<file path="src/rtl/ifetch_stage.sv">
// ifetch_stage: instruction fetch stage with PC register, branch target
// generation and the IF/ID pipeline register.
//
// Ports
//   clk            in   system clock, rising edge
//   reset          in   synchronous active-low reset
//   stall          in   hold PC and IF/ID
//   flush          in   bubble the next IF/ID contents
//   br_taken       in   redirect fetch this cycle (wins over stall)
//   br_sel   [1:0] in   00 imm19, 01 imm26, 10 register, 11 as 00
//   br_pc   [63:0] in   PC of the branch (from ID)
//   imm19   [18:0] in   signed word offset (CBZ, B.cond)
//   imm26   [25:0] in   signed word offset (B, BL)
//   br_reg_target  in   register target for BR
//   imem_addr      out  instruction address (= PC register)
//   imem_data      in   instruction word at imem_addr, same cycle
//   if_id_instr    out  registered instruction
//   if_id_pc       out  registered PC of if_id_instr
//   if_id_pc_plus4 out  registered PC+4 (BL link value)
//   if_id_valid    out  IF/ID holds a real instruction
module ifetch_stage #(
   parameter logic [63:0] RESET_PC  = 64'h0,
   parameter logic [31:0] NOP_INSTR = 32'hD503201F
) (
   input  logic        clk,
   input  logic        reset,
   input  logic        stall,
   input  logic        flush,
   input  logic        br_taken,
   input  logic [1:0]  br_sel,
   input  logic [63:0] br_pc,
   input  logic [18:0] imm19,
   input  logic [25:0] imm26,
   input  logic [63:0] br_reg_target,
   output logic [63:0] imem_addr,
   input  logic [31:0] imem_data,
   output logic [31:0] if_id_instr,
   output logic [63:0] if_id_pc,
   output logic [63:0] if_id_pc_plus4,
   output logic        if_id_valid
);

   logic [63:0] r_pc;
   logic [31:0] r_instr;
   logic [63:0] r_ipc;
   logic [63:0] r_ipc4;
   logic        r_valid;

   logic [63:0] w_target;
   logic [63:0] w_pc_plus4;

   assign w_pc_plus4 = r_pc + 64'd4;

   // Offsets are word offsets: sign-extend then shift by two.
   // Register targets drop their low bits so the PC stays word aligned.
   always_comb begin
      w_target = br_pc + {{43{imm19[18]}}, imm19, 2'b00};
      case (br_sel)
         2'b01:   w_target = br_pc + {{36{imm26[25]}}, imm26, 2'b00};
         2'b10:   w_target = {br_reg_target[63:2], 2'b00};
         default: w_target = br_pc + {{43{imm19[18]}}, imm19, 2'b00};
      endcase
   end

   // PC: redirect beats stall so a branch resolved under a stall is kept.
   always_ff @(posedge clk) begin
      if (!reset)
         r_pc <= {RESET_PC[63:2], 2'b00};
      else if (br_taken)
         r_pc <= w_target;
      else if (!stall)
         r_pc <= w_pc_plus4;
   end

   // IF/ID: the word fetched in a redirect cycle is the wrong path, so it
   // is replaced by a bubble rather than held.
   always_ff @(posedge clk) begin
      if (!reset || br_taken || flush) begin
         r_instr <= NOP_INSTR;
         r_ipc   <= 64'd0;
         r_ipc4  <= 64'd0;
         r_valid <= 1'b0;
      end else if (!stall) begin
         r_instr <= imem_data;
         r_ipc   <= r_pc;
         r_ipc4  <= w_pc_plus4;
         r_valid <= 1'b1;
      end
   end

   assign imem_addr      = r_pc;
   assign if_id_instr    = r_instr;
   assign if_id_pc       = r_ipc;
   assign if_id_pc_plus4 = r_ipc4;
   assign if_id_valid    = r_valid;

endmodule
</file>
<file path="config.mk">
export PLATFORM = sky130hd
export DESIGN_NAME = ifetch_stage
export DESIGN_NICKNAME = d
export VERILOG_FILES = /design/src/rtl/ifetch_stage.sv
export SDC_FILE = /design/constraint.sdc
export NUM_CORES = 1
export LEC_CHECK = 0
export CELL_PAD_IN_SITES_DETAIL_PLACEMENT = 1
export CELL_PAD_IN_SITES_GLOBAL_PLACEMENT = 1
export CORE_AREA = 2 2 221 223
export CTS_BUF_LIST = sky130_fd_sc_hd__clkbuf_2 sky130_fd_sc_hd__clkbuf_4 sky130_fd_sc_hd__clkbuf_8
export CTS_CLUSTER_SIZE = 16
export DETAILED_ROUTE_END_ITERATION = 16
export DIE_AREA = 0 0 223 225
export PLACE_DENSITY_LB_ADDON = 0.15
export REMOVE_ABC_BUFFERS = 1
export SETUP_SLACK_MARGIN = 0.02
export SYNTH_ARGS = -nofsm -noshare
export SYNTH_HDL_FRONTEND = slang
export SYNTH_SLANG_ARGS = --single-unit
</file>
<file path="constraint.sdc">
create_clock -name clk -period 4.55 [get_ports clk]
set_input_delay 0.455 -clock clk [delete_from_list [all_inputs] [get_ports clk]]
set_output_delay 0.455 -clock clk [all_outputs]
set_load 0.05 [all_outputs]
</file>
* Word-level counts from Yosys, hierarchy flattened
Cells that the tools add are included. W data, S select, Z words.
Operators by class: $add $sub $neg 3, eq/ne operators 3, mux-type cells 3, reductions and logical operators 3
Operators by type and width (count):
- $add A64 B64 Y64 | 2
- $mux W64 | 2
- $pmux W64 S2 | 1
- $add A64 B3 Y64 const B | 1
- $eq A2 B1 Y1 const B | 1
- $eq A2 B2 Y1 const B | 1
- $logic_or A1 B1 Y1 | 2
- $ne A2 B1 Y1 const B | 1
- $logic_not A1 Y1 | 1
Word-level totals: register bits 225, bits of input ports 212, output and inout port bits 225

* Depth between registers and ports, before layout
depth in word-level cells 3, mapped depth 18, mapped depth without buffers 16

* Worst setup path after synthesis
No wires, ideal clock.
path type input port to flip-flop, start input br_sel[1], end register r_pc[63], in the netlist imem_addr[63], setup time 136 ps, arrival 4264 ps, required time 4414 ps, slack 151 ps, cell stages on the path 17, path buffers 3, path through nand2b_1 -> clkbuf_1 -> and2_1 -> clkbuf_1 -> a21o_1 -> ha_1 -> clkbuf_1 -> a21oi_1 -> o21ai_1 -> a31oi_1 -> o21ai_0 -> a22oi_1 -> nand2_1 -> o31a_1 -> a41o_1 -> a2111oi_0 -> a211oi_1
Between the ends: word-level cells in the longest chain between the ends 3, elaborated cells on any way between the ends 4, classes of those cells 2 x eq/ne; 2 x mux
Ends and longest elaborated chain:
- start, declared | line 30 | input logic [1:0] br_sel,
- $eq A2 B2 Y1 or $eq A2 B1 Y1 (tied branches) | line 58 | case (br_sel)
- $pmux W64 S2 * | line 58
- $mux W64 * | line 69 | else if (br_taken)
- end signal, assigned | line 68 | r_pc <= {RESET_PC[63:2], 2'b00};
- end signal, assigned | line 70 | r_pc <= w_target;
- end signal, assigned | line 72 | r_pc <= w_pc_plus4;
- end, declared | line 43 | logic [63:0] r_pc;
Every way passes the cells marked *; elsewhere a longest branch is shown, timed or not. A chain may end at the register's enable or synchronous reset.

* Worst setup path in the final report
start input br_sel[0], end register r_pc[56], in the netlist imem_addr[56]
The elaborated chain is that of the path after synthesis.

==> flow_metrics.env <==
export IMPL_cts_sinks=223
export IMPL_synthXorXnorAreaFrac=0.0996
export IMPL_hpwl_mm=44.5
export IMPL_synth_edf_count=0
export IMPL_fmax_mhz=243
export IMPL_maxCapViolCount=0
export IMPL_syn_to_final_growth_pct=42.2
export IMPL_cellLeakagePower_nw=8.23
export IMPL_cp_slowest_cell="clkdlybuf4s50_1"
export IMPL_rsz0062_at_grt="false"
export IMPL_multiInputGateArea_mm2=0.00918
export IMPL_routed_wl_mm=57.4
export IMPL_h_tree_depth=2
export IMPL_ioPinCount=437
export IMPL_die_w_um=223
export IMPL_power_frac_comb=0.303
export IMPL_syn_inst=1857
export IMPL_grt_pass1_vias=15100
export IMPL_cp_required_ns=5.02
export IMPL_synth_top_family_by_area="simple AND/OR/NAND/NOR gates"
export IMPL_netSwitchingPower_mw=2.19
export IMPL_whs_ns=0.258
export IMPL_avgSynthCellArea_um2=7.67
export IMPL_path_clk_slew_ns=0.05
export IMPL_synth_compound_area_frac=0.193
export IMPL_relSlewSlack=0.393
export IMPL_status="finished clean"
export IMPL_ys_flop_type="dfxtp_1"
export IMPL_ys_top_cells_by_area="dfxtp_1 31%, nor2_1 7.6%, mux2i_1 7.0%"
export IMPL_power_density_mw_per_mm2=313
export IMPL_cts_buffer_depth=3
export IMPL_path_common_cell="nand2_1"
export IMPL_synth_seq_cells=223
export IMPL_initial_core_util=0.300
export IMPL_vias_per_cell=5.05
export IMPL_vias=14700
export IMPL_cts_setup_buffers=0
export IMPL_grt_pass1_wl_mm=88.3
export IMPL_setup_worst_path_class="in2reg"
export IMPL_cp_max_fo=5
export IMPL_postCtsHoldBufs=0
export IMPL_post_cts_resized=0
export IMPL_place_congestion=0.861
export IMPL_cp_cell_sequence="clkdlybuf4s50_1 -> nor2b_2 -> nand2_1 -> nand2_1 -> ha_1 -> inv_1 -> fa_1 -> nand2b_1 -> a21oi_1 -> o2111ai_1 -> a21oi_2 -> a31oi_1 -> o2111a_1 -> or4_4 -> nand3_1 -> a2bb2oi_1 -> o22ai_1"
export IMPL_fin_crit_ns=4.11
export IMPL_drtPass1Iterations=5
export IMPL_clock_skew_ns=0.0234
export IMPL_ys_types=71
export IMPL_async_reset_ff_frac=0
export IMPL_grt_ovfl_total=0
export IMPL_yosysWarnings=0
export IMPL_ant_nets=0
export IMPL_grtUsageMet2=0.385
export IMPL_max_stage_delay_ns=0.55
export IMPL_cell_internal_pwr_mw=4.15
export IMPL_synth_area_leader_cell="dfxtp_1"
export IMPL_endpoint_kind="register"
export IMPL_max_slew_worst_pin_slew_ns=0.908
export IMPL_finalSetupViolCount=0
export IMPL_cts_tree="yes"
export IMPL_io_buffers=434
export IMPL_met3_usage=0.0360
export IMPL_drt_wirelength_per_cell_um=19.7
export IMPL_top_usage_layer="met2"
export IMPL_root_buffer="clkbuf_8"
export IMPL_layout_nets=2540
export IMPL_irDropWorstVdd_v=0.000223
export IMPL_worstPathArrival_ns=4.58
export IMPL_antenna_found_initial=8
export IMPL_dr_first_iter_drc_count=604
export IMPL_synth_top_area_share=0.313
export IMPL_grtUsageTotal=0.224
export IMPL_nFillCells=5743
export IMPL_numCtsBuffers=43
export IMPL_drive_gt1_frac=0.0681
export IMPL_maxSlewViolCount=0
export IMPL_die_h_um=225
export IMPL_synthesis_area_mm2=0.0142
export IMPL_ys_seq_area_frac=0.313
export IMPL_p_clk_frac=0.353
export IMPL_worst_hold_path_type="in2reg"
export IMPL_grt_max_degree=104
export IMPL_seqCellArea_mm2=0.00446
export IMPL_rows=80
export IMPL_crit_path_start_kind="input port"
export IMPL_post_route_util=0.426
export IMPL_clk_latency_ns=0.60
export IMPL_switching_share=0.346
export IMPL_synth_mux_area_frac=0.0703
export IMPL_netlist_top_cells_count="290 x nor2_1, 223 x dfxtp_1, 218 x nand2_1"
export IMPL_hold_viol_final=0
export IMPL_synth_most_common_cell="nor2_1"
export IMPL_core_mm2=0.0475
export IMPL_finalCritPeriodShare=0.903
export IMPL_die_area_mm2=0.0502
export IMPL_met1_usage=0.290
export IMPL_synth_simple_gate_area_share=0.220
export IMPL_pwr_share_seq=0.344
export IMPL_drc_errors=0
export IMPL_synthAdderAreaFrac=0.0611
## logic make-up after synthesis
| logic type | Yosys count |
|---|---|
| adders and majority gates | 69 |
| AOI/OAI and AO/OA | 441 |
| DFF | 223 |
| buffers and inverters | 156 |
| xor gates and xnor gates | 162 |
| muxes | 100 |
| and+or+nand+nor | 706 |
## power groups by stage
stage | registers, mW | logic [mW] | clock network [mW]
after global placement | 2.22 | 1.90 | 0
after floorplan | 2.46 | 0.872 | 0
final | 2.18 | 1.92 | 2.24
after detailed placement | 2.22 | 1.92 | 0
after CTS | 2.18 | 1.94 | 2.31
after global routing | 2.20 | 2.09 | 2.40
## final timing paths
path	from	end	slack, ns	cells after the start
setup / recovery	br_sel[0]	imem_addr[56]	0.44	17
hold / removal	reset	imem_addr[56]	0.26	3
setup reg to reg	imem_addr[13]	imem_addr[63]	1.16	10
hold reg to reg	if_id_valid	if_id_valid	0.46	2
## through the flow
stage	cell area, um^2	setup TNS (ns)	instances	power (mW)	setup slack, ns
after global placement	19300	-0.0679	2829	4.12	-0.0513
after detailed placement	19300	-0.549	2829	4.15	-0.156
after CTS	20300	0	2906	6.43	0.456
final	20300	0	2911	6.34	0.440
after global routing	20300	0	2911	6.69	0.126
after floorplan	13700	-0.123	1728	3.33	-0.123
## layout by cell type, fill, tap and decap left out, types with 19 or more instances in the layout
master	count
ha_1	68
nor2_1	290
a31oi_1	20
clkdlybuf4s50_1	431
a21oi_1	180
dfxtp_1	223
a21o_1	29
buf_4	49
inv_1	26
nand3_1	39
nand4_1	30
o21ai_0	77
mux2i_1	99
o211a_1	19
clkbuf_8	53
xnor2_1	61
xor2_1	101
o211ai_1	36
nand2_1	218
nor3_1	29
## cell type report
cell class                 count  share of cell area
antenna                        5            0.000617
clock buffer                  70              0.0423
clock inverter                 7             0.00451
inverter                      27             0.00525
multi-input combinational   1478               0.453
sequential                   223               0.220
tap                          615              0.0380
timing repair buffer         486               0.236
## worst max-delay path, delay by kind of cell
| kind | cells | cell delay (ns) |
|---|---|---|
| and+or+nand+nor | 6 | 1.36 |
| buffers and inverters | 2 | 0.62 |
| adders and majority gates | 2 | 0.59 |
| AOI/OAI and AO/OA | 7 | 1.53 |
## layer usage
layer	wire length, um	share of wire
met5	38	0.00066
met4	1170	0.020
met2	27800	0.49
met1	26400	0.46
met3	1960	0.034
## flip-flops by register name, indices dropped and copies added, names as in the netlist
register and cells:
if_id_pc_plus4 62, if_id_valid 1, if_id_pc 64, imem_addr 64
if_id_instr 32
(Power assumes the default switching activity.)
==> variant 1: new RTL, same settings <==
Make the reset (`reset`) asynchronous in one clocked block. Comments in the files are not updated.
--- a/src/rtl/ifetch_stage.sv
+++ b/src/rtl/ifetch_stage.sv
@@ -64,5 +64,5 @@
 
    // PC: redirect beats stall so a branch resolved under a stall is kept.
-   always_ff @(posedge clk) begin
+   always_ff @(posedge clk or negedge reset) begin
       if (!reset)
          r_pc <= {RESET_PC[63:2], 2'b00};
Formal check against the unedited RTL: differs if reset is asserted again (counterexample within 4 cycles, from zero or initial values and one cycle with reset low); with reset held inactive, the same outputs for 4 cycles.
==> variant 1 against the unedited design <==
Wire length increased by 1.9%; count of clock-buffer cells in the layout increased by 3; sequential cell count unchanged; setup slack got worse by 0.017 ns; global-route usage increased by 0.36 points; final area increased by 4.8%; hold slack improved by 0.10 ns; sequential share of layout area increased by 0.50 points; register-to-register slack got worse by 0.30 ns; total power increased by 20%; area after synthesis increased by 3.0%; clock skew increased by 0.0046 ns; critical endpoint is now imem_addr[54]$_DFFE_PN0N_; largest cell class unchanged.
==> variant 1: results (changes against the unedited design) <==
Setup path
  • Launch point of the worst reg-to-reg path: imem_addr[2]$_DFFE_PN0N_
  • Capture instance of the worst register-to-register path: imem_addr[60]$_DFFE_PN0N_
  • Worst stage delay on the critical path: 0.46 ns (-0.09 ns)
  • Launch point of the worst path: br_sel[1]
  • Cells on worst reg2reg path: 11 (+1)

Yosys
  • Count of unique library cells instantiated by Yosys: 73 (+2.8%)
  • Commonest cells in the synthesized netlist: 293 x nor2_1, 235 x nand2_1, 159 x dfxtp_1
  • Xor and xnor area share after synthesis: 9.67% (-0.29 points)
  • Mux contribution to synthesized area: 7.24% (+0.20 points)

Global route
  • Antenna violations before repair: 10 (+2)
  • Wire length of the first global-routing pass: 89800 µm (+1.7%)
  • GRT Total Usage: 22.8% (+0.36 points)

Placement
  • Weighted congestion at the end of routability-driven global placement: 0.874 (+1.5%)
  • HPWL reported at the end of detailed placement: 45900 µm (+3.1%)

Layout
  • Total of fill cells in the finished design: 5641 (-1.8%)
  • Number of nets in the layout: 2627 (+3.4%)

Route
  • Length of the first detailed-routing pass in iterations: 7 (+2)
  • Post-detailed-routing wire length: 58500 µm (+1.9%)
  • Total number of vias: 15170 (+3.1%)
  • Final routed wire length divided by cell count: 19.5 µm (-1.1%)

CTS
  • Clock Latency Late Sink: 0.62 ns (+0.02 ns)

Pwr
  • NetSw: 2930 µW (+34%)
  • Sequential share of power: 31.9% (-2.5 points)

Hold path
  • Instance count along the most critical hold path: 2 (-1)
  • Hold Path End: imem_addr[59]$_DFFE_PN0N_
  • Launch point of the worst hold path: br_taken

STA
  • Layout Skew: 0.0281 ns (+0.00463 ns)
  • Slew of the pin with the lowest slew margin: 1.00 ns (+0.0954 ns)
  • Worst hold margin: 0.360 ns (+0.102 ns)

Run status
  • Outcome: complete, no violations
## variant 1: cell count changes in the layout (fill, tap and decap cells not counted), moves of 19 or more
cell and change:
a21oi_1 -22, buf_4 +71, o21ai_0 +19, xnor2_1 +30, dfxtp_1 -64, dfrtp_1 +64
a21o_1 +22, xor2_1 -30
## variant 1: how the worst max path moves through the flow
stage	endpoint	slack, ns	depth (start not counted)
after floorplan	imem_addr[43]$_DFFE_PN0N_	-0.12	13
after global placement	imem_addr[54]$_DFFE_PN0N_	-0.40	19
after detailed placement	imem_addr[50]$_DFFE_PN0N_	-0.48	19
after CTS	imem_addr[50]$_DFFE_PN0N_	0.18	19
after global routing	imem_addr[50]$_DFFE_PN0N_	0.05	19
final	imem_addr[54]$_DFFE_PN0N_	0.42	19
## variant 1: what timing repair did
action	4_1_cts	5_1_grt
hold buffers	1	0
endpoints found under the hold margin	30	0
setup endpoints to repair	0	7
resized for setup	0	2
## variant 1: worst reg2reg max path, cell delays in order, from the launching register on
cell and delay (ns):
dfrtp_1 0.46, ha_1 0.38, nand3_4 0.17, nor4_4 0.39
and4_1 0.54, nand3_4 0.22, or4_4 0.57, or3_4 0.37
nor2_2 0.11, xor2_1 0.16, nor2_1 0.06, a221oi_2 0.17
## variant 1: final cells by class
type | instances | area (µm²) | share of cell area [%]
sequential | 223 | 4780 | 22.5
antenna | 8 | 20.0 | 0.0943
clock inverter | 6 | 101 | 0.477
tap | 615 | 769 | 3.62
clock buffer | 73 | 898 | 4.23
inverter | 24 | 90.1 | 0.424
timing repair buffer | 558 | 5340 | 25.1
multi-input combinational | 1495 | 9240 | 43.5
## variant 1: routing by layer
metal	global-route usage, %	part of all wire [%]	vias up
li1	-	-	7445
met2	36.3	45	341
met4	7.51	2.3	4
met5	0	0.046	-
met1	31.2	48	7306
met3	3.85	4.6	74
==> variant 2: new RTL, config.mk and constraints unchanged <==
Without the edit above. The parameter `NOP_INSTR` goes from 32'hD503201F to 32'h80000000.
--- a/src/rtl/ifetch_stage.sv
+++ b/src/rtl/ifetch_stage.sv
@@ -21,5 +21,5 @@
 module ifetch_stage #(
    parameter logic [63:0] RESET_PC  = 64'h0,
-   parameter logic [31:0] NOP_INSTR = 32'hD503201F
+   parameter logic [31:0] NOP_INSTR = 32'h80000000
 ) (
    input  logic        clk,
Behaviour: not the same (Yosys sat finds a counterexample within 4 cycles, from zero or initial values and one cycle with reset low).
==> variant 2 against the unedited design <==
Global-route usage fell by 0.14 points; total power is 0.39% lower; setup slack gained 0.10 ns; wire length rose by 0.48%; area after synthesis up 0.51%; sequential cell count is the same; critical path type unchanged; fmax grew 2.6%; final area is 0.35% higher.
==> variant 2: results (changes against the unedited design) <==
STA
  • Layout Skew: 0.0156 ns (-0.00779 ns)
  • Max-slew headroom at the worst pin: 45.0% (+5.6 points)

Route
  • Final routed wire length divided by cell count: 19.8 µm (+0.31%)
  • Starting DRT DRC Count: 586 (-3.0%)
  • Post-detailed-route via-to-cell ratio: 5.07 (+0.22%)

Yosys
  • Adder-cell share of the synthesized area: 6.08% (-0.031 points)
  • Post-Syn Instances: 1859 (+0.11%)
  • Commonest cells in the synthesized netlist: 298 x nor2_1, 223 x dfxtp_1, 203 x nand2_1
  • Leading cell types by total area after synthesis: dfxtp_1 31%, nor2_1 7.8%, mux2i_1 6.7%
  • Synth warnings: 0 (unchanged)
  • Count of unique library cells instantiated by Yosys: 76 (+7.0%)
  • Mux contribution to synthesized area: 6.79% (-0.25 points)
  • Portion of the post-synthesis area used by sequential elements: 31.2% (-0.16 points)
  • Xor and xnor area share after synthesis: 9.85% (-0.11 points)
  • Synth Area in Compound Gates: 19.6% (+0.38 points)

Placement
  • Weighted congestion at the end of routability-driven global placement: 0.883 (+2.6%)
  • Placed Cells: 2832 (+0.11%)
  • Area post-placement: 0.0194 mm² (+0.40%)
  • Post-place setup slack: -0.0595 ns (+0.0967 ns)
  • HPWL reported at the end of detailed placement: 44300 µm (-0.38%)

Global route
  • Antenna violations before repair: 7 (-1)
  • Maximum number of pins on one net before global-route repair: 95 (-8.7%)
  • Wire length of the first global-routing pass: 87700 µm (-0.75%)

CTS
  • Clock Latency Late Sink: 0.59 ns

Pwr
  • Sw frac: 35.1% (+0.48 points)
  • Power per unit of standard cell area: 311 mW/mm² (-0.74%)
  • P_leak: 0.00819 µW (-0.52%)
  • Worst-case vdd ir drop: 0.184 mV (-18%)

Layout
  • Share of final-layout standard cells stronger than drive strength 1: 7.40% (+0.59 points)
  • Total of fill cells in the finished design: 5720 (-0.40%)
  • Number of nets in the layout: 2544 (+0.16%)

Setup path
  • Worst-path maximum fanout: 22 (+17)

Run status
  • Outcome: complete, no violations
variant 2: changes by cell type after synthesis, moves of 4 or more:
cell	before	now
clkbuf_1	101	96
nand3_1	39	43
nor2_1	290	298
nand2_1	218	203
buf_2	5	12
and4_1	2	7
variant 2: final cells by class:
type | instances | area (µm²) | share of cell area [%]
Antenna cell | 4 | 10.0 | 0.0492
Timing Repair Buffer | 491 | 4810 | 23.6
Multi-Input combinational cell | 1478 | 9250 | 45.5
Clock inverter | 6 | 38.8 | 0.191
Tap cell | 615 | 769 | 3.78
Clock buffer | 74 | 906 | 4.45
Inverter | 25 | 93.8 | 0.461
Sequential cell | 223 | 4460 | 22.0
variant 2: critical path, stage by stage:
cell,delay [ns]
clkdlybuf4s50_1,0.55
nor2b_2,0.29
buf_4,0.29
a21o_1,0.19
buf_12,0.17
ha_1,0.26
a21o_1,0.16
a21o_1,0.18
a21oi_1,0.18
o221ai_1,0.20
a22oi_1,0.20
nand2_1,0.12
o31a_1,0.35
a41o_1,0.28
a2111oi_0,0.47
a211oi_1,0.08
variant 2: worst paths after layout:
| path | startpoint | to | slack (ns) | cells after the start |
|---|---|---|---|---|
| max reg2reg | imem_addr[2]$_SDFFE_PN0N_ | imem_addr[56]$_SDFFE_PN0N_ | 0.86 | 12 |
| min reg2reg | if_id_valid$_SDFFE_PP0N_ | if_id_valid$_SDFFE_PP0N_ | 0.46 | 2 |
| min | reset | imem_addr[0]$_SDFFE_PN0P_ | 0.25 | 3 |
| max | br_sel[0] | imem_addr[63]$_SDFFE_PN0N_ | 0.54 | 16 |
variant 2: routing by layer:
metal	wire length, µm	track usage [%]
met3	2850	4.46
met2	27500	37.6
met5	51	0
met4	593	4.65
met1	26700	29.5
